===== config.mk =====
export PLATFORM = sky130hd
export DESIGN_NAME = dmem_arbiter_flat
export DESIGN_NICKNAME = d
export VERILOG_FILES = /design/src/rtl/dmem_arbiter_if.sv /design/src/rtl/dmem_arbiter.sv /design/src/flat_wrapper.sv
export SDC_FILE = /design/constraint.sdc
export NUM_CORES = 1
export LEC_CHECK = 0
export CORE_ASPECT_RATIO = 0.8
export CORE_MARGIN = 2
export CORE_UTILIZATION = 45
export CTS_CLUSTER_DIAMETER = 80
export DETAILED_ROUTE_END_ITERATION = 16
export DONT_BUFFER_PORTS = 1
export SETUP_SLACK_MARGIN = 0.2
export SYNTH_ARGS = -nofsm -noshare
export SYNTH_HDL_FRONTEND = slang
export SYNTH_SLANG_ARGS = --single-unit

===== constraint.sdc =====
create_clock -name clk -period 1.6 [get_ports clk]
set_input_delay 0.16 -clock clk [delete_from_list [all_inputs] [get_ports clk]]
set_output_delay 0.16 -clock clk [all_outputs]
set_load 0.02 [all_outputs]

===== src/rtl/dmem_arbiter_if.sv =====
// Bus bundle between the two requesters, the arbiter and the data memory.
// The slave modport is the arbiter's view; the master modport is the view of
// the requesters plus the memory read-data pin.
interface dmem_arbiter_if;
   logic        m0_req;
   logic        m0_we;
   logic [31:0] m0_addr;
   logic [31:0] m0_wdata;
   logic        m0_gnt;
   logic        m0_rvalid;
   logic [31:0] m0_rdata;

   logic        m1_req;
   logic        m1_we;
   logic [31:0] m1_addr;
   logic [31:0] m1_wdata;
   logic        m1_gnt;
   logic        m1_rvalid;
   logic [31:0] m1_rdata;

   logic [31:0] mem_addr;
   logic [31:0] mem_wdata;
   logic        mem_wren;
   logic [31:0] mem_rdata;

   logic        busy;

   modport slave (
      input  m0_req, m0_we, m0_addr, m0_wdata,
      output m0_gnt, m0_rvalid, m0_rdata,
      input  m1_req, m1_we, m1_addr, m1_wdata,
      output m1_gnt, m1_rvalid, m1_rdata,
      output mem_addr, mem_wdata, mem_wren,
      input  mem_rdata,
      output busy
   );

   modport master (
      output m0_req, m0_we, m0_addr, m0_wdata,
      input  m0_gnt, m0_rvalid, m0_rdata,
      output m1_req, m1_we, m1_addr, m1_wdata,
      input  m1_gnt, m1_rvalid, m1_rdata,
      input  mem_addr, mem_wdata, mem_wren,
      output mem_rdata,
      input  busy
   );
endinterface


===== src/rtl/dmem_arbiter.sv =====
// Round-robin arbiter sharing a single-port data memory between the CPU
// load/store path (port 0) and a second bus master (port 1).
//
// state | meaning
// IDLE  | no transaction; requests are sampled here
// ISSUE | command on the memory bus, winner's gnt high, mem_wren = we
// WAIT  | read in flight, counting down the memory read latency
module dmem_arbiter #(
   parameter int unsigned RD_LAT = 1
) (
   input  logic           clk,
   input  logic           rst,
   dmem_arbiter_if.slave  bus
);

   typedef enum logic [1:0] {IDLE, ISSUE, WAIT} state_t;

   localparam logic [1:0] LAT_INIT = 2'(RD_LAT);

   state_t     state;
   logic       last;
   logic       owner;
   logic [1:0] lat_cnt;
   logic       win;

   // Winner selection: a lone requester always wins, a tie goes to the port
   // that was not granted most recently.
   always_comb begin
      win = 1'b0;
      if (bus.m0_req && bus.m1_req) begin
         win = ~last;
      end else if (bus.m1_req) begin
         win = 1'b1;
      end
   end

   assign bus.busy = (state != IDLE);

   // Transaction sequencing with registered bus-side and requester-side outputs.
   always_ff @(posedge clk) begin
      if (rst) begin
         state         <= IDLE;
         last          <= 1'b1;
         owner         <= 1'b0;
         lat_cnt       <= 2'd0;
         bus.mem_addr  <= 32'd0;
         bus.mem_wdata <= 32'd0;
         bus.mem_wren  <= 1'b0;
         bus.m0_gnt    <= 1'b0;
         bus.m1_gnt    <= 1'b0;
         bus.m0_rvalid <= 1'b0;
         bus.m1_rvalid <= 1'b0;
         bus.m0_rdata  <= 32'd0;
         bus.m1_rdata  <= 32'd0;
      end else begin
         bus.m0_gnt    <= 1'b0;
         bus.m1_gnt    <= 1'b0;
         bus.m0_rvalid <= 1'b0;
         bus.m1_rvalid <= 1'b0;
         case (state)
            IDLE: begin
               if (bus.m0_req || bus.m1_req) begin
                  state <= ISSUE;
                  owner <= win;
                  last  <= win;
                  if (win) begin
                     bus.mem_addr  <= bus.m1_addr;
                     bus.mem_wdata <= bus.m1_wdata;
                     bus.mem_wren  <= bus.m1_we;
                     bus.m1_gnt    <= 1'b1;
                  end else begin
                     bus.mem_addr  <= bus.m0_addr;
                     bus.mem_wdata <= bus.m0_wdata;
                     bus.mem_wren  <= bus.m0_we;
                     bus.m0_gnt    <= 1'b1;
                  end
               end
            end
            ISSUE: begin
               bus.mem_wren <= 1'b0;
               if (bus.mem_wren) begin
                  state <= IDLE;
               end else begin
                  state   <= WAIT;
                  lat_cnt <= LAT_INIT;
               end
            end
            WAIT: begin
               if (lat_cnt == 2'd1) begin
                  state <= IDLE;
                  if (owner) begin
                     bus.m1_rdata  <= bus.mem_rdata;
                     bus.m1_rvalid <= 1'b1;
                  end else begin
                     bus.m0_rdata  <= bus.mem_rdata;
                     bus.m0_rvalid <= 1'b1;
                  end
               end else begin
                  lat_cnt <= lat_cnt - 2'd1;
               end
            end
            default: state <= IDLE;
         endcase
      end
   end

endmodule


===== src/flat_wrapper.sv =====
// flat-port wrapper written by rule: the top's interface ports become plain ports
module dmem_arbiter_flat 
#(
   parameter int unsigned RD_LAT = 1
)
  (clk, rst, bus_m0_req, bus_m0_we, bus_m0_addr, bus_m0_wdata, bus_m0_gnt, bus_m0_rvalid, bus_m0_rdata, bus_m1_req, bus_m1_we, bus_m1_addr, bus_m1_wdata, bus_m1_gnt, bus_m1_rvalid, bus_m1_rdata, bus_mem_addr, bus_mem_wdata, bus_mem_wren, bus_mem_rdata, bus_busy);
  dmem_arbiter_if bus_i ();
  input  logic clk;
  input  logic rst;
  input wire logic [$bits(bus_i.m0_req)-1:0] bus_m0_req;
  input wire logic [$bits(bus_i.m0_we)-1:0] bus_m0_we;
  input wire logic [$bits(bus_i.m0_addr)-1:0] bus_m0_addr;
  input wire logic [$bits(bus_i.m0_wdata)-1:0] bus_m0_wdata;
  output wire logic [$bits(bus_i.m0_gnt)-1:0] bus_m0_gnt;
  output wire logic [$bits(bus_i.m0_rvalid)-1:0] bus_m0_rvalid;
  output wire logic [$bits(bus_i.m0_rdata)-1:0] bus_m0_rdata;
  input wire logic [$bits(bus_i.m1_req)-1:0] bus_m1_req;
  input wire logic [$bits(bus_i.m1_we)-1:0] bus_m1_we;
  input wire logic [$bits(bus_i.m1_addr)-1:0] bus_m1_addr;
  input wire logic [$bits(bus_i.m1_wdata)-1:0] bus_m1_wdata;
  output wire logic [$bits(bus_i.m1_gnt)-1:0] bus_m1_gnt;
  output wire logic [$bits(bus_i.m1_rvalid)-1:0] bus_m1_rvalid;
  output wire logic [$bits(bus_i.m1_rdata)-1:0] bus_m1_rdata;
  output wire logic [$bits(bus_i.mem_addr)-1:0] bus_mem_addr;
  output wire logic [$bits(bus_i.mem_wdata)-1:0] bus_mem_wdata;
  output wire logic [$bits(bus_i.mem_wren)-1:0] bus_mem_wren;
  input wire logic [$bits(bus_i.mem_rdata)-1:0] bus_mem_rdata;
  output wire logic [$bits(bus_i.busy)-1:0] bus_busy;
  assign bus_i.m0_req = bus_m0_req;
  assign bus_i.m0_we = bus_m0_we;
  assign bus_i.m0_addr = bus_m0_addr;
  assign bus_i.m0_wdata = bus_m0_wdata;
  assign bus_m0_gnt = bus_i.m0_gnt;
  assign bus_m0_rvalid = bus_i.m0_rvalid;
  assign bus_m0_rdata = bus_i.m0_rdata;
  assign bus_i.m1_req = bus_m1_req;
  assign bus_i.m1_we = bus_m1_we;
  assign bus_i.m1_addr = bus_m1_addr;
  assign bus_i.m1_wdata = bus_m1_wdata;
  assign bus_m1_gnt = bus_i.m1_gnt;
  assign bus_m1_rvalid = bus_i.m1_rvalid;
  assign bus_m1_rdata = bus_i.m1_rdata;
  assign bus_mem_addr = bus_i.mem_addr;
  assign bus_mem_wdata = bus_i.mem_wdata;
  assign bus_mem_wren = bus_i.mem_wren;
  assign bus_i.mem_rdata = bus_mem_rdata;
  assign bus_busy = bus_i.busy;
  dmem_arbiter #(.RD_LAT(RD_LAT)) u_core (.clk(clk), .rst(rst), .bus(bus_i));
endmodule

# Yosys cells after proc, flatten, opt, wreduce, memory -nomap -nowiden
# Cells that the tools add are included.
[classes]
n_addsub = 1
eq_ne = 7
muxes = 18
bitwise_logic = 6
n_reduce_logical = 14
[ops]
columns = ["op", "n"]
rows = [
  ["32-bit two-way mux", 2],
  ["2-bit two-way mux", 5],
  ["3-bit AND reduction", 3],
  ["1-bit two-way mux", 8],
  ["1-bit NOT", 6],
  ["2-bit one-hot mux with 3 select lines", 1],
  ["2-bit AND reduction", 3],
  ["2-bit nonzero test", 3],
  ["3-bit OR reduction", 2],
  ["2-bit by 1-bit == test with 1-bit output, second input constant", 2],
  ["2-bit by 1-bit inequality test with 1-bit output, second input constant", 2],
  ["2-bit inequality test, second input constant", 2],
  ["2-bit one-hot mux with 2 select lines", 1],
  ["2-bit == test, second input constant", 1],
  ["2-bit zero test", 1],
  ["1-bit one-hot mux with 2 select lines", 1],
  ["2-bit by 1-bit subtractor with 2-bit output, second input constant", 1],
  ["1-bit logical AND", 1],
  ["1-bit logical OR", 1],
]
[word_totals]
regBits = 139
out_inout_bits = 134
elab_cells = 59

# Depth between registers and ports, before layout
[depth]
word_depth = 5
mapped_depth = 8
mapped_depth_nobuf = 6

# Worst setup path after synthesis
# No wires, ideal clock.
[synth_timing]
kind = "flip-flop to flip-flop"
startpoint = "reg u_core.state[0]"
endpoint = "reg u_core.bus.mem_addr[26]"
setup_time_ps = 86
arrival_ps = 1619
t_required_ps = 1514
setup_slack_ps = -104
stages_incl_launch_ff = 9
path_buffers = 2
period_less_slack_ps = 1704
cell_sequence = "dfxtp_1 inv_1 ha_1 inv_1 nor2_1 buf_2 clkbuf_1 nor2_1 a211oi_1"
[synth_via]
elab_chain_cells = 2
[synth_lines]
columns = ["element", "line_no", "source"]
rows = [
  ["from (decl)", "dmem_arbiter.sv:20", "state_t state;"],
  ["from (signal assigned)", "dmem_arbiter.sv:42", "state <= IDLE;"],
  ["from (signal assigned)", "dmem_arbiter.sv:63", "state <= ISSUE;"],
  ["from (signal assigned)", "dmem_arbiter.sv:82", "state <= IDLE;"],
  ["2-bit zero test", "dmem_arbiter.sv:60", "case (state)"],
  ["2-bit AND reduction (no source line)", "-", ""],
  ["to (signal assigned)", "dmem_arbiter.sv:67", "bus.mem_addr <= bus.m1_addr;"],
  ["to (signal assigned)", "dmem_arbiter.sv:72", "bus.mem_addr <= bus.m0_addr;"],
  ["to (decl)", "dmem_arbiter_if.sv:33", "output mem_addr, mem_wdata, mem_wren,"],
]
# Every way passes these cells.
# A chain may end at the register's enable or synchronous reset.

# Final worst setup path
[layout_timing]
startpoint = "reg u_core.state[0]"
endpoint = "reg u_core.bus.m0_rdata[8]"
[layout_via]
elab_chain_cells = 2
[layout_lines]
columns = ["element", "line_no", "source"]
rows = [
  ["2-bit == test", "dmem_arbiter.sv:60", ""],
  ["3-bit AND reduction (no source line)", "-", ""],
  ["to (signal assigned)", "dmem_arbiter.sv:95", "bus.m0_rdata <= bus.mem_rdata;"],
  ["to (decl)", "dmem_arbiter_if.sv:30", "output m0_gnt, m0_rvalid, m0_rdata,"],
]
# Every way passes these cells.

==> impl_metrics.tcl <==
set metrics [dict create \
    max_slew.worst_pin.slew_ns 0.377 \
    synth_top_area_share_pct 50.3 \
    grt_pass1_vias 4184 \
    wl_per_cell_um 20.6 \
    grt_pass1_wl_um 21600 \
    startpoint_type "register" \
    p_sw_share_pct 28.6 \
    switching_power_uw 2780 \
    cap_violations 0 \
    drv_slew 0 \
    path_clk_slew_ns 0.06 \
    seq_power_share_pct 44.8 \
    crit_arrival_ns 1.76 \
    firstDrtPassIters 5 \
    viasPerCell 5.78 \
    hp-class "input pin to register" \
    vdd_ir_drop_max_mv 0.718 \
    synth.yosys.seq_area_share_pct 50.3 \
    dominantRegCellSynth "dfxtp_1" \
    p_total_uw 9720 \
    grt-ovfl-total 0 \
    status "finished with violations" \
    p_leak_uw 0.00258 \
    reg2reg_to "u_core.bus.m0_rdata[8]" \
    relSlewSlack_pct 74.7 \
    multi_input_area_mm2 0.00296 \
    fp-row-count 36 \
    min_to "u_core.bus.mem_addr[31]" \
    syn_area_per_cell_um2 8.84 \
    numPortBuffers 0 \
    routabilityCongestion 0.810 \
    die_x_um 128 \
    grt_use_met2_pct 34.4 \
    yosysWarnings 0 \
    synthDistinctLibCells 28 \
    crit_path_cell_trace "inv_4 -> buf_12 -> ha_4 -> nand2_4 -> or2_4 -> clkbuf_16 -> nand2_1 -> a21oi_1" \
    setup_tns_ns 0 \
    path_max_fanout 16 \
    critical_path.slowest_cell "dfxtp_2" \
    clock_path_buffers 2 \
    fmax_mhz 678 \
    start_util_pct 45.9 \
    rsz0062_at_grt "yes" \
    grt_usage_pct 21.2 \
    cts.sinks 139 \
    fin_skew_ns 0.00789 \
    root_buffer "clkbuf_16" \
    clkPwrFrac_pct 37.5 \
    coreArea_mm2 0.0121 \
    nets 808 \
    grt_use_met3_pct 8.08 \
    drtIter0Drc 276 \
    synth_area_leaders "dfxtp_1, mux2i_1, nand2_1" \
    chipHeight_um 103 \
    setup_viol 0 \
    seq_area_mm2 0.00279 \
    hpwl_um 9770 \
    drt_wl_total_um 16400 \
    min-delay-start "rst" \
    synthesis.nets 798 \
    holdWs_ns -0.174 \
    hold_viol_final 129 \
    use_met1_pct 25.4 \
    r2r_slack_ns 0.12 \
    yosysTopAreaCell "dfxtp_1" \
    drc_errors 0 \
    worstSetupPathType "register to register" \
    p_per_area_mw_per_mm2 1340 \
    top_usage_layer "met2" \
    period_needed_ns 1.48 \
    failed_checks "hold timing" \
    syn_inst 626 \
    end_kind "register" \
    synth_edf_count 0 \
    fin_crit_sh_pct 92.2 \
    dr_total_vias 4622 \
    p_int_uw 6930 \
    critPathMaxStageDelay_ns 0.33 \
    grt_max_degree 140 \
    syn_area_mm2 0.00554 \
    die-area_mm2 0.0132 \
    r2r.worst_path.cells 8 \
    synth-async-reset-ratio_pct 0 \
    numCtsBuffers 17 \
    clock_latency_ns 0.41 \
    pwr-share-comb_pct 17.6 \
    r2r-start "u_core.state[0]" \
    num_antenna_cells 0 \
    area_growth_pct 30.9 \
    ctsHtreeMaxLevel 4 \
    num_io_pins 300 \
    antenna_found_initial 0 \
    num-fill-cells 973 \
    synth.most_common_cell "dfxtp_1" \
    critPathRequiredTime_ns 1.89 \
    final_antenna_net_count 0 \
    drive_above_1_share_pct 25.7 \
    cts_tree "done" \
    whs_path_depth 1 \
    ys_ff_latch 139 \
    synth_common_cells "dfxtp_1, nand2_1, nor2_1" \
]
metal layers:
layer  wire length [um]  part of all wire, %
met1               6820                   41
met3               1410                  8.6
met5                  0                    0
met2               8000                   49
met4                220                  1.3
registers in the layout, indices dropped and copies added (netlist names):
signal	count
u_core.bus.m0_rdata	32
u_core.bus.m1_rdata	32
u_core.bus.mem_addr	32
u_core.bus.mem_wdata	32
u_core.lat_cnt	2
u_core.state	2
u_core.bus.m0_gnt	1
u_core.bus.m0_rvalid	1
u_core.bus.m1_gnt	1
u_core.bus.m1_rvalid	1
u_core.bus.mem_wren	1
u_core.last	1
u_core.owner	1
layout make-up:
| type | instances | share of cell area, % |
|---|---|---|
| clock inverter | 8 | 1.35 |
| clock buffer | 22 | 6.13 |
| inverter | 4 | 0.311 |
| tap | 152 | 2.62 |
| multi-input combinational | 433 | 40.8 |
| sequential | 139 | 38.5 |
| timing repair buffer | 41 | 10.3 |
through the flow:
step           worst slack (ns)  instances  cell area, um^2  utilization [%]
2_1_floorplan             0.211        626             5650                -
3_3_place_gp              0.106        744             5760             47.7
3_5_place_dp             0.0131        744             5760             47.7
4_1_cts                   0.167        789             6620             54.8
5_1_grt                  0.0875        799             7250             60.1
6_report                  0.125        799             7250             60.1
worst max-delay path by stage:
stage / cells after the start / slack (ns) / endpoint / startpoint
after floorplan: 7 / 0.21 / u_core.bus.m0_rdata[0] / u_core.lat_cnt[0]
after global placement: 8 / 0.11 / u_core.bus.mem_wdata[24] / u_core.state[1]
after detailed placement: 8 / 0.01 / u_core.bus.mem_wdata[17] / u_core.state[1]
after CTS: 7 / 0.17 / u_core.lat_cnt[1] / u_core.state[0]
after global routing: 8 / 0.09 / u_core.bus.m0_rdata[22] / u_core.state[0]
final: 8 / 0.12 / u_core.bus.m0_rdata[8] / u_core.state[0]
cell families after synthesis:
kind of cell | count (synthesis) | synth area share, %
AOI/OAI and AO/OA | 137 | 15.6
adders and majority gates | 6 | 1.36
buffers and inverters | 54 | 4.88
DFF | 139 | 50.3
muxes | 67 | 12.1
and+or+nand+nor | 223 | 15.8
cells in the final DEF, fill, tap and decap left out, types with 2 or more instances in the layout:
cell / count
nand2_2: 2
nor2_2: 4
a211oi_2: 23
nor2_1: 67
inv_4: 3
ha_2: 3
bufinv_16: 2
buf_12: 11
nand2_4: 16
ha_4: 3
buf_6: 4
mux2i_1: 50
nand2_1: 117
mux2i_2: 15
nor3b_1: 2
a21oi_2: 16
nor3_1: 2
dfxtp_2: 2
clkinv_2: 3
a211oi_1: 41
dfxtp_1: 136
buf_4: 10
nor2_4: 3
buf_16: 6
nor2b_1: 2
clkbuf_16: 26
clkinvlp_4: 3
clkbuf_1: 5
a21oi_1: 51
worst max-delay path, delay by kind of cell, from the launching register on:
family	cells	cell delay, ns
and+or+nand+nor	3	0.41
buffers and inverters	3	0.38
DFF	1	0.33
adders and majority gates	1	0.15
AOI/OAI and AO/OA	1	0.06
power by group through the flow:
stage | sequential, uW | clock [uW] | combinational (uW)
2_1_floorplan | 4340 | 0 | 951
3_3_place_gp | 4420 | 0 | 1080
3_5_place_dp | 4420 | 0 | 1110
4_1_cts | 4350 | 3730 | 1410
5_1_grt | 4380 | 3870 | 1860
6_report | 4360 | 3650 | 1710
repair_timing:
item                                   4_1_cts  5_1_grt
setup endpoints to repair                   69      104
endpoints found under the hold margin      139      139
gates resized for setup                     26      102
cloned                                       5        9
buffers inserted                            10        1
pin swaps                                   15       32
Power figures use the tool's default switching activity.
==> RTL change 1: new RTL, same settings <==
Reset style: asynchronous (`rst`), changed in one clocked block.
--- a/src/rtl/dmem_arbiter.sv
+++ b/src/rtl/dmem_arbiter.sv
@@ -37,7 +37,7 @@
    assign bus.busy = (state != IDLE);
 
    // Transaction sequencing with registered bus-side and requester-side outputs.
-   always_ff @(posedge clk) begin
+   always_ff @(posedge clk or posedge rst) begin
       if (rst) begin
          state         <= IDLE;
          last          <= 1'b1;
Check against the original RTL: differs if rst is asserted again (counterexample within 4 cycles, from zero or initial values and one cycle with rst high); with rst held inactive, the same outputs for 4 cycles.
==> RTL change 1 against the original RTL <==
The flow now stops in clock tree synthesis. Synthesized cell count fell by 30%. Synthesized area rose by 4.6%.
==> RTL change 1: results (changes against the original RTL) <==
* Synth cell count leaders: 138 x dfrtp_1, 64 x mux2_2, 36 x nand2_1, 35 x mux2i_1, 32 x and3_1 (was 139 x dfxtp_1, 135 x nand2_1, 74 x nor2_1, 67 x a21oi_1, 66 x mux2i_1)
* Port buffer count at 0 (unchanged)
* Setup bufs post-CTS at 0 (was 10)
* Synth Area in XOR/XNOR at 0% (unchanged)
* Clock Path Buffers at 2 (unchanged)
* Outcome: aborted with a tool error (was complete, but fails checks)
* Clock sinks at 139 (unchanged)
* Num CTS Buffers at 17 (unchanged)
* Post-synthesis sequential area ratio at 60.1% (was 50.3%)
* Clock Tree Root: clkbuf_16 (unchanged)
* Top cells by area, synth: dfrtp_1 60%, mux2_2 12%, mux2i_1 6.1% (was dfxtp_1 50%, mux2i_1 12%, nand2_1 9.2%)
* CTS HTree Levels at 4 (unchanged)
* Mux contribution to synthesized area at 18.5% (was 12.1%)
* Error: [ERROR RSZ-0060] Max buffer count reached.
* Placement Cell Area at 0.00611 mm2 (was 0.00576 mm2)
* Stop stage: clock tree synthesis
* Synthesis Warnings at 0 (unchanged)
* Top flip-flop cell by instance count after synthesis: dfrtp_1 (was dfxtp_1)
* Synthesized Nets at 610 (was 798)
* Asr flop ratio synth at 100% (was 0%)
* HPWL Detailed at 9.33 mm (was 9.77 mm)
* RD Place Congestion at 0.756 (was 0.810)
* Post-CTS Hold Fix Bufs at 126
* Post-Synth Adder-Cell Area at 1.30% (was 1.36%)
* Die X at 131 um (was 128 um)
* Post-cts resize count at 5 (was 26)
* Compound-Gate Fraction of Synth Area at 9.94% (was 15.6%)
* Netlist cell types at 34 (was 28)
==> RTL change 1: cell families after synthesis <==
kind of cell / Yosys count
compound gates: 77
buf+inv: 35
fa+ha+maj: 6
mux: 99
flops: 139
simple gates: 82
==> RTL change 1: stage by stage <==
| step | setup TNS (ns) | setup WS, ns | hold WS [ns] | instances |
|---|---|---|---|---|
| 2_1_floorplan | -40.61 | -0.294 | 0.233 | 438 |
| 3_3_place_gp | 0 | 0.172 | 0.164 | 594 |
| 3_5_place_dp | 0 | 0.131 | 0.172 | 594 |
==> RTL change 2: new RTL, same flow settings <==
Without the edit above. The 3 states of `state_t` get a one-hot encoding in 3 bits.
--- a/src/rtl/dmem_arbiter.sv
+++ b/src/rtl/dmem_arbiter.sv
@@ -13,7 +13,7 @@
    dmem_arbiter_if.slave  bus
 );
 
-   typedef enum logic [1:0] {IDLE, ISSUE, WAIT} state_t;
+   typedef enum logic [2:0] {IDLE = 3'b001, ISSUE = 3'b010, WAIT = 3'b100} state_t;
 
    localparam logic [1:0] LAT_INIT = 2'(RD_LAT);
 
Function: same outputs for any inputs over 4 cycles, from zero or initial values and one cycle with rst high; so few cycles prove little.
==> RTL change 2 against the original RTL <==
The run still ends with hold timing left. Final area rose by 26%. Sequential share of layout area is 7.6 points lower. Setup slack lost 0.069 ns. Wire length rose by 31%. Synthesized area up 7.6%. Total power grew 5.8%. Cell count grew 23%. Sequential cell count increased by 1. Critical path type unchanged. Largest power group unchanged. Highest routed layer unchanged.
==> RTL change 2: results (changes against the original RTL) <==
* Leak at 0.00339 uW (was 0.00258 uW)
* Crit path max-delay cell type: dfxtp_4 (was dfxtp_2)
* FILL cells at 879 (was 973)
* R2R cell count at 6 (was 8)
* Arrival @ worst endpoint at 1.84 ns (was 1.76 ns)
* Layout cells sized above 1 at 16.8% (was 25.7%)
* Highest clock rate at 648 MHz (was 678 MHz)
* Via Count at 5653 (was 4622)
* Worst Tran Pin Value at 0.338 ns (was 0.377 ns)
* DR pass1 iterations at 5 (unchanged)
* Worst vdd ir at 0.883 mV (was 0.718 mV)
* Clk_skew at 0.00837 ns (was 0.00789 ns)
* Final Hold Fails at 75 (was 129)
* HPWL Detailed at 10.8 mm (was 9.77 mm)
* Vias in the first global route at 5585 (was 4184)
* Outcome: complete, but fails checks (unchanged)
* Initial drt markers at 371 (was 276)
* Synth cell count leaders: 140 x dfxtp_1, 130 x nand2_1, 97 x nand2b_1, 67 x a21oi_1, 66 x mux2i_1 (was 139 x dfxtp_1, 135 x nand2_1, 74 x nor2_1, 67 x a21oi_1, 66 x mux2i_1)
* Placement Cell Area at 0.00617 mm2 (was 0.00576 mm2)
* Hold slack at -0.128 ns (was -0.174 ns)
* Wire per inst at 21.8 um (was 20.6 um)
* Post-synthesis sequential area ratio at 47.0% (was 50.3%)
* Largest net degree at the start of global routing at 174 (was 140)
* Crit path max fanout at 5 (was 16)
* Total GRT Usage at 27.3% (was 21.2%)
* Synthesized Nets at 825 (was 798)
* Failing checks: hold timing (unchanged)
* Netlist cell types at 30 (was 28)
* Top cells by area, synth: dfxtp_1 47%, mux2i_1 11%, nand2b_1 10% (was dfxtp_1 50%, mux2i_1 12%, nand2_1 9.2%)
* RD Place Congestion at 0.819 (was 0.810)
* Total Nets Final at 965 (was 808)
==> RTL change 2: report_power, final <==
| part | total (uW) | internal [uW] | leakage, uW | switching (uW) |
|---|---|---|---|---|
| clock network | 4060 | 2570 | 0.000296 | 1490 |
| logic | 1950 | 1050 | 0.00195 | 898 |
| registers | 4270 | 3750 | 0.00115 | 516 |
| total | 10300 | 7370 | 0.00339 | 2900 |
==> RTL change 2: what timing repair did <==
item	in CTS	in global routing
resized for setup	27	52
setup endpoints to repair	123	138
pin swaps	12	39
hold endpoints to repair	140	76
setup buffers	12	3
cloned	9	13
==> RTL change 2: area by class of cell <==
type                    instances  area (um2)  area share [%]
clock buffers                  21         470            5.16
flip-flops and latches        140        2810            30.8
well taps                     175         219            2.40
inverters                       3        13.8           0.151
clock inverters                10         138            1.51
multi-input cells             454        3150            34.5
repair buffers                182        2320            25.4
==> RTL change 2: layer usage <==
metal  track usage [%]  share of wire (%)  vias to the layer above
met2              48.0                 50                      294
met4              10.2                2.3                        0
met3              9.83                9.0                       45
li1                  -                  -                     2576
met5                 0                  0                        -
met1              30.3                 38                     2738
==> RTL change 2: cells by family (layout without fill, tap and decap cells) <==
family                     after synthesis  count (layout)  synth area share [%]
and+or+nand+nor                        248             248                  20.7
DFF                                    140             140                  47.0
AOI/OAI and AO/OA                      139             139                  16.1
muxes                                   66              66                  11.1
buffers and inverters                   64             216                  4.89
adders and majority gates                1               1                 0.210
==> RTL change 2: metrics by stage <==
| stage | util [%] | cells | power, uW | hold WS (ns) |
|---|---|---|---|---|
| 5_1_grt | 70.9 | 985 | 10600 | -0.197 |
| 6_report | 70.9 | 985 | 10300 | -0.128 |
| 4_1_cts | 66.2 | 969 | 9940 | -0.193 |
| 3_5_place_dp | 48.0 | 788 | 5380 | 0.246 |
| 3_3_place_gp | 48.0 | 788 | 5330 | 0.244 |
| 2_1_floorplan | - | 658 | 5090 | 0.320 |
==> RTL change 2: critical path: cells and delay by family, from the launching register on <==
family / cells / cell delay, ns
compound gates: 2 / 0.38
simple gates: 1 / 0.25
buf+inv: 3 / 0.44
flops: 1 / 0.36
==> RTL change 2: worst paths after layout <==
kind	startpoint	end
max	u_core.state[0]	u_core.bus.mem_wdata[27]
min reg2reg	u_core.lat_cnt[1]	u_core.lat_cnt[1]
min	rst	u_core.bus.m0_rvalid
max reg2reg	u_core.state[0]	u_core.bus.mem_wdata[27]
